## src/rtl/branch_resolve_queue_if.sv

```systemverilog
// Handshake bundle between fetch, execute and the branch resolve queue.
// master drives predictions/resolutions; slave is the queue itself.
interface branch_resolve_queue_if #(
  parameter int DEPTH = 4
);
  localparam int CW = $clog2(DEPTH) + 1;

  logic          push;
  logic [31:0]   push_pc;
  logic          push_taken;
  logic [31:0]   push_target;
  logic          full;
  logic          empty;
  logic [CW-1:0] count;
  logic          resolve_valid;
  logic          resolve_taken;
  logic [31:0]   resolve_target;
  logic          flush;
  logic          redirect_valid;
  logic [31:0]   redirect_pc;
  logic [31:0]   branch_count;
  logic [31:0]   mispredict_count;
  logic          overflow;
  logic          underflow;

  modport master (
    output push, push_pc, push_taken, push_target,
    output resolve_valid, resolve_taken, resolve_target,
    output flush,
    input  full, empty, count,
    input  redirect_valid, redirect_pc,
    input  branch_count, mispredict_count,
    input  overflow, underflow
  );

  modport slave (
    input  push, push_pc, push_taken, push_target,
    input  resolve_valid, resolve_taken, resolve_target,
    input  flush,
    output full, empty, count,
    output redirect_valid, redirect_pc,
    output branch_count, mispredict_count,
    output overflow, underflow
  );
endinterface

```

## src/rtl/branch_resolve_queue.sv

```systemverilog
// In-order queue of predicted branches, checked at execute resolve.
// Mispredicts flush younger entries and emit a one-cycle redirect.
module branch_resolve_queue #(
  parameter int DEPTH = 4
) (
  input logic                  CLK,
  input logic                  nRST,
  branch_resolve_queue_if.slave bus
);
  localparam int PW = $clog2(DEPTH);
  localparam int CW = PW + 1;

  typedef enum logic {RUN, REDIRECT} state_t;

  state_t        state;
  logic [PW-1:0] head;
  logic [PW-1:0] tail;
  logic [CW-1:0] count;
  logic          redir_v;
  logic [31:0]   redir_pc;
  logic [31:0]   br_cnt;
  logic [31:0]   mis_cnt;
  logic          ovf;
  logic          unf;

  logic [31:0] pc_m  [DEPTH];
  logic        tk_m  [DEPTH];
  logic [31:0] tg_m  [DEPTH];

  logic        full;
  logic        empty;
  logic        run;
  logic        res_ok;
  logic        mispred;
  logic        mis;
  logic        pop;
  logic        push_ok;
  logic        ovf_set;
  logic        unf_set;
  logic [31:0] fix_pc;

  assign full  = (count == CW'(DEPTH));
  assign empty = (count == '0);

  assign bus.full             = full;
  assign bus.empty            = empty;
  assign bus.count            = count;
  assign bus.redirect_valid   = redir_v;
  assign bus.redirect_pc      = redir_pc;
  assign bus.branch_count     = br_cnt;
  assign bus.mispredict_count = mis_cnt;
  assign bus.overflow         = ovf;
  assign bus.underflow        = unf;

  // compare the head entry against the resolved outcome
  always_comb begin
    run     = 1'b0;
    res_ok  = 1'b0;
    mispred = 1'b0;
    mis     = 1'b0;
    pop     = 1'b0;
    push_ok = 1'b0;
    ovf_set = 1'b0;
    unf_set = 1'b0;
    fix_pc  = pc_m[head] + 32'd4;
    run     = (state == RUN) && !bus.flush;
    res_ok  = run && bus.resolve_valid && !empty;
    unf_set = run && bus.resolve_valid && empty;
    mispred = (bus.resolve_taken != tk_m[head]) ||
              (bus.resolve_taken && tk_m[head] &&
               (bus.resolve_target != tg_m[head]));
    mis     = res_ok && mispred;
    pop     = res_ok && !mispred;
    if (bus.resolve_taken)
      fix_pc = bus.resolve_target;
    push_ok = run && bus.push && !mis && (!full || pop);
    ovf_set = run && bus.push && !mis && full && !pop;
  end

  // entry storage, written at tail; never reset
  always_ff @(posedge CLK) begin
    if (push_ok) begin
      pc_m[tail] <= bus.push_pc;
      tk_m[tail] <= bus.push_taken;
      tg_m[tail] <= bus.push_target;
    end
  end

  // control FSM, pointers, counters and sticky flags
  always_ff @(posedge CLK) begin
    if (!nRST) begin
      state    <= RUN;
      head     <= '0;
      tail     <= '0;
      count    <= '0;
      redir_v  <= 1'b0;
      redir_pc <= 32'h0;
      br_cnt   <= 32'h0;
      mis_cnt  <= 32'h0;
      ovf      <= 1'b0;
      unf      <= 1'b0;
    end else if (bus.flush) begin
      state   <= RUN;
      head    <= '0;
      tail    <= '0;
      count   <= '0;
      redir_v <= 1'b0;
    end else if (state == REDIRECT) begin
      state   <= RUN;
      redir_v <= 1'b0;
    end else begin
      if (res_ok && br_cnt != 32'hFFFF_FFFF)
        br_cnt <= br_cnt + 32'd1;
      if (unf_set)
        unf <= 1'b1;
      if (ovf_set)
        ovf <= 1'b1;
      if (mis) begin
        state    <= REDIRECT;
        head     <= '0;
        tail     <= '0;
        count    <= '0;
        redir_v  <= 1'b1;
        redir_pc <= fix_pc;
        if (mis_cnt != 32'hFFFF_FFFF)
          mis_cnt <= mis_cnt + 32'd1;
      end else begin
        if (pop)
          head <= head + PW'(1);
        if (push_ok)
          tail <= tail + PW'(1);
        unique case ({push_ok, pop})
          2'b10:   count <= count + CW'(1);
          2'b01:   count <= count - CW'(1);
          default: count <= count;
        endcase
      end
    end
  end
endmodule

```

## src/flat_wrapper.sv

```systemverilog
// flat-port wrapper written by rule: the top's interface ports become plain ports
module branch_resolve_queue_flat 
#(
  parameter int DEPTH = 4
)
  (CLK, nRST, bus_push, bus_push_pc, bus_push_taken, bus_push_target, bus_resolve_valid, bus_resolve_taken, bus_resolve_target, bus_flush, bus_full, bus_empty, bus_count, bus_redirect_valid, bus_redirect_pc, bus_branch_count, bus_mispredict_count, bus_overflow, bus_underflow);
  branch_resolve_queue_if #(.DEPTH(DEPTH)) bus_i ();
  input logic CLK;
  input logic nRST;
  input wire logic [$bits(bus_i.push)-1:0] bus_push;
  input wire logic [$bits(bus_i.push_pc)-1:0] bus_push_pc;
  input wire logic [$bits(bus_i.push_taken)-1:0] bus_push_taken;
  input wire logic [$bits(bus_i.push_target)-1:0] bus_push_target;
  input wire logic [$bits(bus_i.resolve_valid)-1:0] bus_resolve_valid;
  input wire logic [$bits(bus_i.resolve_taken)-1:0] bus_resolve_taken;
  input wire logic [$bits(bus_i.resolve_target)-1:0] bus_resolve_target;
  input wire logic [$bits(bus_i.flush)-1:0] bus_flush;
  output wire logic [$bits(bus_i.full)-1:0] bus_full;
  output wire logic [$bits(bus_i.empty)-1:0] bus_empty;
  output wire logic [$bits(bus_i.count)-1:0] bus_count;
  output wire logic [$bits(bus_i.redirect_valid)-1:0] bus_redirect_valid;
  output wire logic [$bits(bus_i.redirect_pc)-1:0] bus_redirect_pc;
  output wire logic [$bits(bus_i.branch_count)-1:0] bus_branch_count;
  output wire logic [$bits(bus_i.mispredict_count)-1:0] bus_mispredict_count;
  output wire logic [$bits(bus_i.overflow)-1:0] bus_overflow;
  output wire logic [$bits(bus_i.underflow)-1:0] bus_underflow;
  assign bus_i.push = bus_push;
  assign bus_i.push_pc = bus_push_pc;
  assign bus_i.push_taken = bus_push_taken;
  assign bus_i.push_target = bus_push_target;
  assign bus_i.resolve_valid = bus_resolve_valid;
  assign bus_i.resolve_taken = bus_resolve_taken;
  assign bus_i.resolve_target = bus_resolve_target;
  assign bus_i.flush = bus_flush;
  assign bus_full = bus_i.full;
  assign bus_empty = bus_i.empty;
  assign bus_count = bus_i.count;
  assign bus_redirect_valid = bus_i.redirect_valid;
  assign bus_redirect_pc = bus_i.redirect_pc;
  assign bus_branch_count = bus_i.branch_count;
  assign bus_mispredict_count = bus_i.mispredict_count;
  assign bus_overflow = bus_i.overflow;
  assign bus_underflow = bus_i.underflow;
  branch_resolve_queue #(.DEPTH(DEPTH)) u_core (.CLK(CLK), .nRST(nRST), .bus(bus_i));
endmodule
```

## config.mk

```make
export PLATFORM = sky130hd
export DESIGN_NAME = branch_resolve_queue_flat
export DESIGN_NICKNAME = d
export VERILOG_FILES = /design/src/rtl/branch_resolve_queue_if.sv /design/src/rtl/branch_resolve_queue.sv /design/src/flat_wrapper.sv
export SDC_FILE = /design/constraint.sdc
export NUM_CORES = 1
export LEC_CHECK = 0
export ABC_AREA = 1
export CAP_MARGIN = 20
export CORE_MARGIN = 3
export CORE_UTILIZATION = 30
export CTS_BUF_LIST = sky130_fd_sc_hd__clkbuf_8
export DETAILED_ROUTE_END_ITERATION = 8
export PLACE_DENSITY_LB_ADDON = 0.15
export SYNTH_ARGS = -nofsm -noshare
export SYNTH_HDL_FRONTEND = slang
export SYNTH_SLANG_ARGS = --single-unit
```

## constraint.sdc

```tcl
create_clock -name CLK -period 8.8 [get_ports CLK]
set_input_delay 1.76 -clock CLK [delete_from_list [all_inputs] [get_ports CLK]]
set_output_delay 1.76 -clock CLK [all_outputs]
set_load 0.02 [all_outputs]
```

==> results of run 1 <==
==> stage by stage <==
stage	instances	utilization	hold WS, ns	cell area, µm²	power [W]
after floorplan	1790	-	0.4375	16950	0.002045
after global placement	2685	0.3522	0.4427	19560	0.002173
after detailed placement	2685	0.3522	0.4490	19560	0.002175
after CTS	2808	0.3759	0.4404	20870	0.003794
after global routing	2808	0.3759	0.4748	20870	0.003892
final	2808	0.3759	0.4337	20870	0.003732
==> worst min-delay path: stages (launching register included) <==
cell	delay, ns
dfxtp_1	0.29
inv_1	0.06
a211oi_1	0.07
==> path summary, 6_finish.rpt <==
path | from | endpoint | slack [ns] | depth (start not counted)
min | u_core.head[1]$_SDFFE_PP0P_ | register | 0.43 | 2
max reg2reg | register | u_core.pc_m[3][19]$_DFFE_PP_ | 2.87 | 18
min reg2reg | u_core.head[1]$_SDFFE_PP0P_ | register | 0.43 | 2
max | register | u_core.pc_m[3][19]$_DFFE_PP_ | 2.87 | 18
==> power groups by stage <==
stage	registers [W]	clock network, W	logic (W)
after floorplan	0.00194	0	0.000107
after global placement	0.00193	0	0.000242
after detailed placement	0.00193	0	0.000244
after CTS	0.00189	0.00165	0.000245
after global routing	0.00190	0.00173	0.000265
final	0.00189	0.00160	0.000240
==> layer usage <==
| layer | routed length, µm | GRT usage |
|---|---|---|
| met1 | 23460 | 0.2282 |
| met4 | 1193 | 0.05678 |
| met3 | 3074 | 0.03511 |
| met5 | 9 | 0 |
| met2 | 24750 | 0.2870 |
==> area by class of cell <==
cell class,instances,area [µm²],area share
flip-flops and latches,369,9995,0.4789
clock inverters,48,279.0,0.01337
clock buffers,75,1032,0.04946
well taps,748,935.9,0.04485
inverters,122,460.4,0.02206
repair buffers,221,2170,0.1040
multi-input cells,1225,5997,0.2874
==> sequential cells by signal, indices dropped and copies added, names as in the netlist, 2 cells and up, named ones only <==
signal	cells
u_core.pc_m	128
u_core.tg_m	128
u_core.bus.branch_count	32
u_core.bus.mispredict_count	32
u_core.bus.redirect_pc	32
u_core.tk_m	4
u_core.bus.count	3
u_core.head	2
u_core.tail	2
==> logic make-up after synthesis <==
logic type,synth area share
AOI/OAI and AO/OA,0.08054
DFF,0.5894
and+or+nand+nor,0.2381
buffers and inverters,0.05854
adders and majority gates,0.007087
xor gates and xnor gates,0.02635
==> layout by cell type (no fill, tap or decap), types with 3 or more instances in the layout <==
cell	instances
a32oi_1	3
clkinv_1	11
and3_1	5
o21ai_0	63
nor2_1	130
xnor2_1	13
o21a_1	6
bufinv_16	3
dfxtp_1	107
xor2_1	38
a31oi_1	7
a21oi_1	105
clkbuf_8	75
clkinv_2	4
nor3_1	38
buf_4	15
o22ai_2	4
nand3b_1	12
nor3_2	3
nor2_2	3
nand2_1	534
o22ai_1	6
inv_1	140
nand4_1	25
a211oi_1	3
ha_1	8
nor2_4	7
nand2_2	9
nor4_1	10
edfxtp_1	260
nor3b_1	6
o21ai_1	13
inv_2	8
a32oi_2	5
o211ai_1	5
clkdlybuf4s50_1	205
nand3_1	146
==> results.cfg, run 1 <==
[run]
maxCapViolCount = 0

[logic_synthesis]
synth_area_per_cell_um2 = 9.469
yosysSeqAreaShare = 0.5894
async_flop_share = 0
synthMostInstantiatedCell = nand2_1
synth_largest_area_cell = edfxtp_1
synth_edf_count = 260
synthFlopType = edfxtp_1
synthCells = 1790
netlist.area_leader.share = 0.4607
netlist_top_cells_count = 534 x nand2_1, 260 x edfxtp_1, 146 x nand3_1, 134 x nor2_1, 113 x inv_1
synth_area_um2 = 16950
syn-num-nets = 1902
synth.area.top_cells = edfxtp_1 46%, dfxtp_1 13%, nand2_1 12%, nand3_1 4.3%, a21oi_1 3.1%
synth_seq_cells = 369
ys_warn_count = 0
synth_cell_types = 56

[timing]
fmax_ghz = 0.1687
setup_slack_ns = 2.874
finalHoldViolCount = 0
fin_setup_tns_ns = 0
setup_viol = 0
fin_crit_sh = 0.6735
slew_violations = 0
maxSlewHeadroom = 0.2626
fin_skew_ns = 0.05764
fin_crit_ns = 5.926
worst_pin_slew_ns = 1.106
rsz0062_at_grt = no

[worst_setup_path]
timing.critical_path.mode_cell = nand2_1
required_ns = 9.02
slowest_delay_ns = 0.81
crit_arrival_ns = 6.15
worstPathCellList = buf_4 > inv_2 > buf_4 > nand3_1 > nand3b_1 > nand2_1 > inv_1 > nand2_1 > nor2_1 > nand2_1 > nor2_1 > nand2_1 > nand2_2 > nand2_1 > nand2_2 > nand3_1 > nor2_4 > buf_4
start_kind = register
crit_family = buffers and inverters
end_kind = register
cp_max_fo = 59
path_buf_inv = 5
cp_slowest_cell = inv_2
worstSetupPathType = register to register

[die]
dieArea_um2 = 59380
core_area_um2 = 55520
pin_count = 207
die_w_um = 243.7
die_h_um = 243.7
num_rows = 86
start_util = 0.3053

[finish]
nNetsFinal = 2120
nFillCells = 5643
drive_above_1_share = 0.07282
antenna_cells = 0
area_growth_pct = 23.13

[power]
vdd_drop_max_mv = 0.09369
intPower_w = 0.002847
seqPwrFrac = 0.508
power_density_nw_per_um2 = 178.8
power_leakage_nw = 7.487
p_switching_w = 0.0008848
p_comb_frac = 0.064
power_switching_share = 0.2371
power.clock.fraction = 0.428

[global_routing]
grt_max_degree = 68
grt_pass1_wl_um = 79160
grt.total_usage = 0.1737
grt-ovfl-total = 0
grt_pass1_vias = 12905
grt_antenna_before_repair = 1

[routing]
drc = 0
wl_per_cell_um = 18.69
via_per_inst = 4.719
postRouteAntennaNets = 0
routed_wirelength_um = 52490
dr.pass1.iters = 5
dr_total_vias = 13250
drt_iter0_markers = 852

[clock_tree]
post-cts-setup-buffer-count = 0
cts_resized = 0
cts_hold_buf = 0
cts_root_buf = clkbuf_8
cts_made_buffers = 69
cts_tree = built
h-tree-depth = 3
clkLatencyLatePin_ns = 0.66
clk_pin_slew_ns = 0.06
numClockSinks = 369
clockBufferDepth = 3

[hold_path]
hp-class = register to register

[outcome]
status = finished clean

[placement]
io_buffer_count = 206
dp.final_hpwl_um = 35580
dp_worst_setup_slack_ns = 2.782
routabilityCongestion = 0.8591
Power figures use the tool's default switching activity.
==> run 2, diff against run 1 <==
Clock period 8.8 ns to 5.3 ns, I/O delays scaled along.
==> results.cfg, run 2 (synthesis gave the netlist of run 1 again) <==
[die]
core_area_um2 = 55520
die_w_um = 243.7
pin_count = 207
die_h_um = 243.7
start_util = 0.3053
dieArea_um2 = 59380
num_rows = 86

[clock_tree]
cts_tree = built
cts_root_buf = clkbuf_8
cts_resized = 0
h-tree-depth = 3
numClockSinks = 369
clkLatencyLatePin_ns = 0.63
clockBufferDepth = 3
clk_pin_slew_ns = 0.06
post-cts-setup-buffer-count = 0
cts_made_buffers = 69
cts_hold_buf = 0

[timing]
rsz0062_at_grt = no
maxSlewHeadroom = 0.3793
slew_violations = 0
finalHoldViolCount = 0
fin_setup_tns_ns = 0
worst_pin_slew_ns = 0.9311
fin_skew_ns = 0.03841
fin_crit_sh = 0.7825
fmax_ghz = 0.2411
setup_viol = 0
fin_crit_ns = 4.147

[placement]
dp.final_hpwl_um = 36040
routabilityCongestion = 0.8883
dp_cells = 2691
io_buffer_count = 206
placed_area_um2 = 19600

[routing]
routed_wirelength_um = 52540
drt_iter0_markers = 779
via_per_inst = 4.658
dr.pass1.iters = 5
postRouteAntennaNets = 0
wl_per_cell_um = 18.68
drc = 0
dr_total_vias = 13103

[finish]
nNetsFinal = 2126
fin_cells = 2813
drive_above_1_share = 0.07458
mostFrequentLayoutCell = nand2_1
post-route-util = 0.3758
top_regs = u_core.pc_m x128, u_core.tg_m x128
final_cell_mix = 534 x nand2_1, 260 x edfxtp_1, 205 x clkdlybuf4s50_1, 146 x inv_1, 146 x nand3_1
final_cell_area_um2 = 20870
area_growth_pct = 23.11
antenna_cells = 0

[hold_path]
hp-class = register to register
holdPathEnd = u_core.bus.redirect_pc[31]$_SDFFE_PN0P_
hold_start = u_core.bus.redirect_pc[31]$_SDFFE_PN0P_
hold_path_depth = 2

[power]
vdd_drop_max_mv = 0.1238
power_density_nw_per_um2 = 291.9
p_total_w = 0.006090
power_leakage_nw = 7.519

[worst_setup_path]
end_kind = register
cp_max_fo = 75
worstSetupPathType = register to register
r2r_cells = 18
reg2reg_slack_ns = 1.15
crit_arrival_ns = 4.38
start_kind = register
regToRegEndpoint = u_core.pc_m[3][9]$_DFFE_PP_
required_ns = 5.53

[global_routing]
grt_pass1_wl_um = 79850
grt-ovfl-total = 0
grt.total_usage = 0.1755
grt_pass1_vias = 12855
grt_antenna_before_repair = 1
grt_max_degree = 76

[run]
maxCapViolCount = 0

[outcome]
status = finished clean
## run 2: cell types whose count changed in the layout (fill, tap and decap cells not counted), sizes merged
| cell | before | now |
|---|---|---|
| buf | 16 | 22 |
| clkinv | 15 | 9 |
| bufinv | 3 | 1 |
| clkinvlp | 2 | 1 |
| clkbuf | 75 | 76 |
| inv | 150 | 157 |
## run 2: layout make-up
class                      instances  area, µm²
sequential                       369       9995
tap                              748      935.9
inverter                         122      460.4
clock inverter                    46      216.5
fill                            5701      34660
clock buffer                      76       1046
timing repair buffer             227       2215
multi-input combinational       1225       5997
## run 2: stage by stage
stage               hold WS, ns  worst slack (ns)
floorplan                0.4375          -0.06115
global placement         0.4499            0.8693
detailed placement       0.4553            0.9190
CTS                      0.4718             1.110
global route             0.4993            0.7262
finish                   0.4678             1.153
## run 2: worst max path at each step
stage | start | cells after the start | slack [ns] | end
2_1_floorplan | register | 16 | -0.06 | u_core.pc_m[0][0]$_DFFE_PP_
3_3_place_gp | bus_resolve_target[27] | 15 | 0.87 | u_core.tg_m[3][24]$_DFFE_PP_
3_5_place_dp | bus_resolve_target[27] | 15 | 0.92 | u_core.tg_m[3][17]$_DFFE_PP_
4_1_cts | register | 16 | 1.11 | u_core.pc_m[3][12]$_DFFE_PP_
5_1_grt | register | 18 | 0.73 | u_core.pc_m[3][9]$_DFFE_PP_
6_report | register | 18 | 1.15 | u_core.pc_m[3][9]$_DFFE_PP_
## run 2: report_power, final
group / internal (W) / total, W / switching [W]
combinational: 0.000153 / 0.000397 / 0.000243
clock: 0.00136 / 0.00254 / 0.00119
sequential: 0.00313 / 0.00315 / 0.0000172
total: 0.00464 / 0.00609 / 0.00145
## run 2: worst max-delay path: stages, from the launching register on
cell,delay [ns]
dfxtp_4,0.47
inv_4,0.69
nand2_1,0.10
nand3_1,0.14
nand2_1,0.07
nand2_1,0.05
nand2_1,0.05
inv_1,0.05
nand2_1,0.12
nor2_1,0.11
nand2_1,0.08
nor2_1,0.10
nand2_1,0.15
nand2_2,0.12
nand3_1,0.11
nand2_1,0.16
nand3_1,0.34
nor2_4,0.19
buf_4,0.55
## run 2: metal layers
metal	wire length (µm)	up-vias	track usage
li1	-	6555	-
met1	23510	6160	0.2306
met2	25220	328	0.2934
met3	3015	60	0.03687
met4	801	0	0.04769
met5	0	-	0
